### config.mk
export PLATFORM = sky130hd
export DESIGN_NAME = alu_scheduler_flat
export DESIGN_NICKNAME = d
export VERILOG_FILES = /design/src/rtl/alu_scheduler_if.sv /design/src/rtl/alu_scheduler.sv /design/src/flat_wrapper.sv
export SDC_FILE = /design/constraint.sdc
export NUM_CORES = 1
export LEC_CHECK = 0
export ABC_CLOCK_PERIOD_IN_PS = 2200
export CORE_MARGIN = 3
export CORE_UTILIZATION = 42
export DETAILED_ROUTE_END_ITERATION = 8
export PLACE_DENSITY = 0.95
export RECOVER_POWER = 100
export SYNTH_ARGS = -nofsm -noshare
export SYNTH_HDL_FRONTEND = slang
export SYNTH_SLANG_ARGS = --single-unit
### constraint.sdc
create_clock -name clock -period 2.2 [get_ports clock]
set_input_delay 0.33 -clock clock [delete_from_list [all_inputs] [get_ports clock]]
set_output_delay 0.33 -clock clock [all_outputs]
set_load 0.1 [all_outputs]
### src/rtl/alu_scheduler_if.sv
// Bundle between the ALU scheduler, its two requesters and the shared ALU.
interface alu_scheduler_if;
   localparam int unsigned DATA_W = 32;
   localparam int unsigned FUN_W  = 5;
   localparam int unsigned FLAG_W = 4;

   logic              req0_valid;
   logic              req0_ready;
   logic [FUN_W-1:0]  req0_funsel;
   logic [DATA_W-1:0] req0_a;
   logic [DATA_W-1:0] req0_b;
   logic              req0_use_carry;

   logic              req1_valid;
   logic              req1_ready;
   logic [FUN_W-1:0]  req1_funsel;
   logic [DATA_W-1:0] req1_a;
   logic [DATA_W-1:0] req1_b;
   logic              req1_use_carry;

   logic              rsp0_valid;
   logic              rsp1_valid;
   logic [DATA_W-1:0] rsp_result;
   logic [FLAG_W-1:0] rsp_flags;

   logic [DATA_W-1:0] alu_a;
   logic [DATA_W-1:0] alu_b;
   logic [FUN_W-1:0]  alu_funsel;
   logic              alu_cin;
   logic [DATA_W-1:0] alu_out;
   logic [FLAG_W-1:0] alu_flags;

   // Scheduler side
   modport slave (
      input  req0_valid, req0_funsel, req0_a, req0_b, req0_use_carry,
      input  req1_valid, req1_funsel, req1_a, req1_b, req1_use_carry,
      input  alu_out, alu_flags,
      output req0_ready, req1_ready,
      output rsp0_valid, rsp1_valid, rsp_result, rsp_flags,
      output alu_a, alu_b, alu_funsel, alu_cin
   );

   // Requester and ALU side
   modport master (
      output req0_valid, req0_funsel, req0_a, req0_b, req0_use_carry,
      output req1_valid, req1_funsel, req1_a, req1_b, req1_use_carry,
      output alu_out, alu_flags,
      input  req0_ready, req1_ready,
      input  rsp0_valid, rsp1_valid, rsp_result, rsp_flags,
      input  alu_a, alu_b, alu_funsel, alu_cin
   );
endinterface

### src/rtl/alu_scheduler.sv
// Round-robin sharing of one registered ALU between two requesters, with a
// private carry bit per requester for carry chains.
module alu_scheduler #(
   parameter int unsigned FLAG_LATENCY = 3
) (
   input  logic           clock,
   input  logic           reset_n,
   alu_scheduler_if.slave bus,
   output logic           busy
);
   localparam int unsigned DATA_W = 32;
   localparam int unsigned FUN_W  = 5;
   localparam int unsigned CNT_W  = $clog2(FLAG_LATENCY + 1);

   typedef enum logic [1:0] {
      IDLE = 2'd0,
      HOLD = 2'd1,
      RESP = 2'd2
   } state_t;

   state_t            state;
   logic              rr_ptr;
   logic              port_q;
   logic [1:0]        carry_q;
   logic [CNT_W-1:0]  cnt;

   logic              grant_c;
   logic              accept_c;
   logic              sel_use_carry_c;
   logic [FUN_W-1:0]  sel_funsel_c;
   logic [DATA_W-1:0] sel_a_c;
   logic [DATA_W-1:0] sel_b_c;

   // Grant: a lone requester wins; on contention the port not served last wins
   always_comb begin
      grant_c         = bus.req1_valid & (~bus.req0_valid | rr_ptr);
      sel_funsel_c    = grant_c ? bus.req1_funsel    : bus.req0_funsel;
      sel_a_c         = grant_c ? bus.req1_a         : bus.req0_a;
      sel_b_c         = grant_c ? bus.req1_b         : bus.req0_b;
      sel_use_carry_c = grant_c ? bus.req1_use_carry : bus.req0_use_carry;
      accept_c        = (state == IDLE) & (grant_c ? bus.req1_valid : bus.req0_valid);
   end

   assign bus.req0_ready = (state == IDLE) & ~grant_c;
   assign bus.req1_ready = (state == IDLE) &  grant_c;

   // Sequencer: latch operands, hold them through the ALU pipeline, capture, respond
   always_ff @(posedge clock) begin
      if (!reset_n) begin
         state          <= IDLE;
         rr_ptr         <= 1'b0;
         port_q         <= 1'b0;
         carry_q        <= 2'b00;
         cnt            <= '0;
         busy           <= 1'b0;
         bus.alu_a      <= '0;
         bus.alu_b      <= '0;
         bus.alu_funsel <= '0;
         bus.alu_cin    <= 1'b0;
         bus.rsp_result <= '0;
         bus.rsp_flags  <= '0;
         bus.rsp0_valid <= 1'b0;
         bus.rsp1_valid <= 1'b0;
      end else begin
         bus.rsp0_valid <= 1'b0;
         bus.rsp1_valid <= 1'b0;
         case (state)
            IDLE: begin
               if (accept_c) begin
                  bus.alu_funsel <= sel_funsel_c;
                  bus.alu_a      <= sel_a_c;
                  bus.alu_b      <= sel_b_c;
                  bus.alu_cin    <= sel_use_carry_c & carry_q[grant_c];
                  port_q         <= grant_c;
                  rr_ptr         <= ~grant_c;
                  cnt            <= CNT_W'(FLAG_LATENCY);
                  busy           <= 1'b1;
                  state          <= HOLD;
               end
            end
            HOLD: begin
               if (cnt == '0) begin
                  bus.rsp_result  <= bus.alu_out;
                  bus.rsp_flags   <= bus.alu_flags;
                  carry_q[port_q] <= bus.alu_flags[2];
                  bus.rsp0_valid  <= ~port_q;
                  bus.rsp1_valid  <= port_q;
                  state           <= RESP;
               end else begin
                  cnt <= cnt - CNT_W'(1);
               end
            end
            RESP: begin
               busy  <= 1'b0;
               state <= IDLE;
            end
            default: begin
               busy  <= 1'b0;
               state <= IDLE;
            end
         endcase
      end
   end
endmodule

### src/flat_wrapper.sv
// flat-port wrapper written by rule: the top's interface ports become plain ports
module alu_scheduler_flat 
#(
   parameter int unsigned FLAG_LATENCY = 3
)
  (clock, reset_n, busy, bus_req0_valid, bus_req0_funsel, bus_req0_a, bus_req0_b, bus_req0_use_carry, bus_req1_valid, bus_req1_funsel, bus_req1_a, bus_req1_b, bus_req1_use_carry, bus_alu_out, bus_alu_flags, bus_req0_ready, bus_req1_ready, bus_rsp0_valid, bus_rsp1_valid, bus_rsp_result, bus_rsp_flags, bus_alu_a, bus_alu_b, bus_alu_funsel, bus_alu_cin);
  alu_scheduler_if bus_i ();
  input  logic clock;
  input  logic reset_n;
  output logic busy;
  input wire logic [$bits(bus_i.req0_valid)-1:0] bus_req0_valid;
  input wire logic [$bits(bus_i.req0_funsel)-1:0] bus_req0_funsel;
  input wire logic [$bits(bus_i.req0_a)-1:0] bus_req0_a;
  input wire logic [$bits(bus_i.req0_b)-1:0] bus_req0_b;
  input wire logic [$bits(bus_i.req0_use_carry)-1:0] bus_req0_use_carry;
  input wire logic [$bits(bus_i.req1_valid)-1:0] bus_req1_valid;
  input wire logic [$bits(bus_i.req1_funsel)-1:0] bus_req1_funsel;
  input wire logic [$bits(bus_i.req1_a)-1:0] bus_req1_a;
  input wire logic [$bits(bus_i.req1_b)-1:0] bus_req1_b;
  input wire logic [$bits(bus_i.req1_use_carry)-1:0] bus_req1_use_carry;
  input wire logic [$bits(bus_i.alu_out)-1:0] bus_alu_out;
  input wire logic [$bits(bus_i.alu_flags)-1:0] bus_alu_flags;
  output wire logic [$bits(bus_i.req0_ready)-1:0] bus_req0_ready;
  output wire logic [$bits(bus_i.req1_ready)-1:0] bus_req1_ready;
  output wire logic [$bits(bus_i.rsp0_valid)-1:0] bus_rsp0_valid;
  output wire logic [$bits(bus_i.rsp1_valid)-1:0] bus_rsp1_valid;
  output wire logic [$bits(bus_i.rsp_result)-1:0] bus_rsp_result;
  output wire logic [$bits(bus_i.rsp_flags)-1:0] bus_rsp_flags;
  output wire logic [$bits(bus_i.alu_a)-1:0] bus_alu_a;
  output wire logic [$bits(bus_i.alu_b)-1:0] bus_alu_b;
  output wire logic [$bits(bus_i.alu_funsel)-1:0] bus_alu_funsel;
  output wire logic [$bits(bus_i.alu_cin)-1:0] bus_alu_cin;
  assign bus_i.req0_valid = bus_req0_valid;
  assign bus_i.req0_funsel = bus_req0_funsel;
  assign bus_i.req0_a = bus_req0_a;
  assign bus_i.req0_b = bus_req0_b;
  assign bus_i.req0_use_carry = bus_req0_use_carry;
  assign bus_i.req1_valid = bus_req1_valid;
  assign bus_i.req1_funsel = bus_req1_funsel;
  assign bus_i.req1_a = bus_req1_a;
  assign bus_i.req1_b = bus_req1_b;
  assign bus_i.req1_use_carry = bus_req1_use_carry;
  assign bus_i.alu_out = bus_alu_out;
  assign bus_i.alu_flags = bus_alu_flags;
  assign bus_req0_ready = bus_i.req0_ready;
  assign bus_req1_ready = bus_i.req1_ready;
  assign bus_rsp0_valid = bus_i.rsp0_valid;
  assign bus_rsp1_valid = bus_i.rsp1_valid;
  assign bus_rsp_result = bus_i.rsp_result;
  assign bus_rsp_flags = bus_i.rsp_flags;
  assign bus_alu_a = bus_i.alu_a;
  assign bus_alu_b = bus_i.alu_b;
  assign bus_alu_funsel = bus_i.alu_funsel;
  assign bus_alu_cin = bus_i.alu_cin;
  alu_scheduler #(.FLAG_LATENCY(FLAG_LATENCY)) u_core (.clock(clock), .reset_n(reset_n), .bus(bus_i), .busy(busy));
endmodule
* Word-level counts from Yosys, hierarchy flattened
Index checks and enable logic that the tools add are counted.
Widths: inputs -> output; s select.
** Word-level totals
- Register bits :: 117
- Latch bits :: 0
- RAM bits :: 0
- Memory bits (read-only) :: 0
- Word-level logic and storage cells :: 60
- Memories :: 0
** Operators by class
- Add/subtract/negate cells :: 1
- $mul :: 0
- Divide/modulo/power cells :: 0
- $lt $le $gt $ge :: 3
- Equality and inequality tests :: 4
- Shift-type cells :: 0
- Multiplexer cells :: 18
- Bitwise logic cells :: 10
- Reduce and logical (&&, ||, !) cells :: 10
** Operator list (count)
- $mux 32 :: 2
- $mux 2 :: 4
- $pmux 2 s2 :: 2
- $reduce_and 2->1 :: 4
- $mux 1 :: 6
- $reduce_and 3->1 :: 2
- $and 1x1->1 :: 5
- $mux 5 :: 1
- $logic_not 2->1 :: 2
- $lt 1x2->1 const B :: 2
- $ne 2x1->1 const B :: 2
- $not 1->1 :: 4
- $bwmux 2 :: 1
- $eq 2x1->1 const B :: 1
- $ne 2x2->1 const B :: 1
- $pmux 1 s2 :: 1
- $reduce_bool 2->1 :: 1
- $sub 2x1->2 const B :: 1
- $demux 1 s1 :: 1
- $ge 1x1->1 const B :: 1
- $logic_and 1x1->1 :: 1
- $or 1x1->1 :: 1

* Depth between registers and ports, before layout
Gate-level depths: netlist (run 1).
- Depth after elaboration :: 7
- Gate-level depth with buffers :: 7
- Depth with buffers taken out :: 5

* Worst setup path after synthesis (run 1)
Ideal clock, no wire load.
- Path kind :: reg-to-output
- Start :: register u_core.rr_ptr
- End :: output bus_req0_ready
- Arrival :: 2.401 ns
- Required time :: 1.870 ns
- Path slack :: -0.531 ns
- Cell stages (with the launch flop) :: 6
- Path buffers :: 3
- Cell sequence :: dfxtp_1 -> nand2b_1 -> buf_6 -> buf_2 -> buf_4 -> a21oi_1
** On the way
- Cells in the longest elaborated chain, start to end :: 4
** RTL lines
- from (decl) :: line alu_scheduler.sv:22 : logic rr_ptr;
- from (signal assigned) :: line alu_scheduler.sv:75 : rr_ptr <= ~grant_c;
- $or 1x1->1 :: line alu_scheduler.sv:36 : grant_c = bus.req1_valid & (~bus.req0_valid | rr_ptr);
- $and 1x1->1 :: line alu_scheduler.sv:36
- $not 1->1 :: line alu_scheduler.sv:44 : assign bus.req0_ready = (state == IDLE) & ~grant_c;
- $and 1x1->1 :: line alu_scheduler.sv:44
- to (decl) :: line flat_wrapper.sv:23 : output wire logic [$bits(bus_i.req0_ready)-1:0] bus_req0_ready;
Every way passes these cells.

* Worst setup path in the final report (run 1)
- Start :: register u_core.state[1]
- End :: output bus_req0_ready
** On the way
- Cells in the longest elaborated chain, start to end :: 2
** RTL lines
- from (decl) :: line alu_scheduler.sv:21 : state_t state;
- from (signal assigned) :: line alu_scheduler.sv:50 : state <= IDLE;
- from (signal assigned) :: line alu_scheduler.sv:78 : state <= HOLD;
- from (signal assigned) :: line alu_scheduler.sv:88 : state <= RESP;
- $logic_not 2->1 :: line alu_scheduler.sv:44
- $and 1x1->1 :: line alu_scheduler.sv:44
Every way passes these cells.

==> key figures, run 1 <==
CTS
  – Post-CTS Setup Inserts: 0
  – Clock root buffer: clkbuf_16
  – Clock Sinks: 117
  – CTS Buffer Depth: 2
  – Resized cells post-CTS: 0
  – Inserted Clock Buffers: 17
  – Clock transition at path regs: 0.05 ns
  – Clk_lat worst skew: 0.41 ns
  – CTS tree: built
  – Hold-fix buffer count after cts: 0
  – H-tree levels: 4

Finish
  – Area growth syn-to-layout: 58.90%
  – Design area: 0.008135 mm2
  – NumNets Final: 1055
  – Share of layout cells above drive strength 1: 0.1894
  – Layout Utilization: 0.6976
  – Final cell count without fillers: about 1.0k

Pwr
  – Max VDD drop: 683.9 uV
  – PwrDens: 994.5 mW/mm2
  – Design Power: 8.090 mW
  – Leakage power: 3.285 nW

Timing
  – Max Slew Vio Count: 0
  – Skew final: 0.01125 ns
  – Worst-Margin Slew: 0.8121 ns
  – Fin Hold WS: 0.3796 ns
  – Period utilization: 0.9464
  – Fin. Hold Viols: 0
  – Final-report setup violation count: 0
  – Setup_tns: 0 ns
  – RSZ-0062 raised after global routing: no
  – Final min period: around 2.1 ns
  – Final worst slack: 0.1178 ns
  – Fmax: 480.3 MHz
  – Max transition margin: 0.4586

Floorplanning
  – I/O pin cnt: ~290
  – Starting Density: 0.4390
  – FP Rows: 39
  – Die X: between 100 and 150 um
  – Die area: 0.01355 mm2
  – Core area: 0.01166 mm2
  – Die height: 116.4 um

Yosys
  – Top area cells in the synthesized netlist: dfxtp_1 46%, a31oi_1 6.1%, nand4_1 6.1%
  – Top_reg_cell synth: dfxtp_1
  – Mapped Cells: 618
  – Synth cell count leaders: 117 x dfxtp_1, 75 x nand2_1, 54 x o21ai_0
  – Ys Warns: 0
  – Syn_area_per_cell: 8.285 um2
  – Most common cell in the netlist: dfxtp_1
  – Mapped Nets: between 700 and 800
  – Cell Area, Synth: 0.005120 mm2
  – Post-synth ARST share: 0
  – Post-synth EDFFs: 0
  – Sequential fraction of the synthesis area: 0.4575
  – FF+latch count, synth: 117
  – Number of library cell types mapped by synthesis: 33
  – Post-synth top area cell: dfxtp_1
  – Post-synth top area share: 0.4575

Critical path
  – Worst Setup End Kind: output port
  – CP Data Arrival Time: about 1.8 ns
  – Crit path max fanout: 16
  – Critical Path Start Type: flop
  – Reg2reg setup slack: around 0.45 ns
  – CP required: between 1.5 and 2 ns
  – Kind of critical path: reg2out

Routing
  – First drt pass iteration count: 5
  – Routed Antenna Nets: 0
  – Via Count: 5906
  – Detailed Route Iter0 Violations: 752
  – Average routed wire per standard cell: between 15 and 20 um
  – Vias per std cell: around 5.7
  – DRT Wirelength: 18420 um
  – Residual DRC: 0

Global routing
  – GRT Residual Overflow: 0
  – Pin count of the biggest net entering global routing: 96
  – Total GRT Usage: 0.2598
  – First-pass GRT wire length: 28140 um
  – Initial antenna violation count: 1
  – Number of global-route vias before repair: 5741

Placed design
  – Pre-CTS setup slack: approximately 0.28 ns
  – Hpwl dp: between 10000 and 15000 um
  – Placed Area: roughly 0.008 mm2
  – Placed cells: 998
  – Routability cong.: 0.7882
  – Number of port buffers: 290

Status
  – Outcome: complete, no violations

Job
  – Max Cap Violations: 0

Min path
  – Hold Path Class: in2reg
## where the power goes
part | leakage [nW] | switching (mW) | internal (mW)
Clock | 0.284 | 0.998 | 1.78
Combinational | 2.04 | 2.15 | 0.715
Sequential | 0.961 | 0.108 | 2.33
## placed cells by master, fill, tap and decap left out, types with 2 or more instances in the layout
cell               n
a31oi_1           50
a21oi_1           43
and3_1            19
clkinvlp_4         2
buf_4             13
bufinv_16          3
clkbuf_2         112
clkbuf_16         17
clkbuf_1           3
nand4_1           50
a21boi_0          19
o311a_1           20
inv_1              4
o21ai_0           55
clkdlybuf4s50_1  178
clkinv_2           3
clkinv_4           3
nor2_4             2
nand3_1           53
buf_12             6
o21bai_1          21
nor3_1             2
dfxtp_1          117
nand2_1           75
## kinds of logic (layout without fill, tap and decap cells)
group / after synthesis / in the layout / synth area share
compound gates: 212 / 212 / 0.2612
simple gates: 210 / 210 / 0.2070
flops: 117 / 117 / 0.4575
buf+inv: 78 / 347 / 0.07185
fa+ha+maj: 1 / 1 / 0.002443
other cells: 0 / 1 / 0
## worst max-delay path, stage by stage, from the launching register on
cell and delay (ns):
dfxtp_1 0.37, or2_2 0.48, a21oi_2 0.28, buf_12 0.21
## flip-flops by register name, summed over array words and instances, names as in the netlist
register	flops
u_core.state	2
u_core.busy	1
u_core.bus.rsp0_valid	1
u_core.cnt	2
u_core.bus.alu_b	32
u_core.bus.rsp_result	32
u_core.bus.alu_cin	1
u_core.bus.alu_a	32
u_core.bus.rsp_flags	4
u_core.bus.alu_funsel	5
u_core.carry_q	2
u_core.rr_ptr	1
u_core.bus.rsp1_valid	1
u_core.port_q	1
## routing by layer
layer | vias to the layer above | share of wire | track usage
li1 | 2802 | - | -
met1 | 2738 | 0.37 | 0.2940
met2 | 318 | 0.49 | 0.4397
met3 | 48 | 0.10 | 0.08808
met4 | 0 | 0.034 | 0.1230
met5 | - | 0 | 0
## final timing paths
| kind | from | end | cells past startpoint |
|---|---|---|---|
| setup / recovery | u_core.state[1] | bus_req0_ready | 3 |
| setup reg to reg | u_core.cnt[0] | u_core.carry_q[0] | 6 |
| hold reg to reg | u_core.bus.rsp_result[2] | u_core.bus.rsp_result[2] | 2 |
| hold / removal | bus_req1_valid | u_core.port_q | 3 |
## final cells by class
cell class | count | area, um2
diodes | 1 | 2.502
clock buffers | 20 | 436.7
clock inverters | 12 | 155.1
fillers | 931 | 3527
inverters | 5 | 18.77
multi-input cells | 423 | 2436
flip-flops and latches | 117 | 2342
well taps | 143 | 178.9
repair buffers | 310 | 2565
Note: power is estimated with default switching activity, not from simulation.
==> run 2, diff against run 1 <==
--- a/config.mk
+++ b/config.mk
@@ -5,9 +5,11 @@
 export SDC_FILE = /design/constraint.sdc
 export NUM_CORES = 1
 export LEC_CHECK = 0
+export ABC_AREA = 0
 export ABC_CLOCK_PERIOD_IN_PS = 2200
 export CORE_MARGIN = 3
 export CORE_UTILIZATION = 42
+export CTS_CLUSTER_DIAMETER = 150
 export DETAILED_ROUTE_END_ITERATION = 8
 export PLACE_DENSITY = 0.95
 export RECOVER_POWER = 100
==> results of run 2 <==
Same layout as run 1: the final DEF is identical, and so are final timing and power.
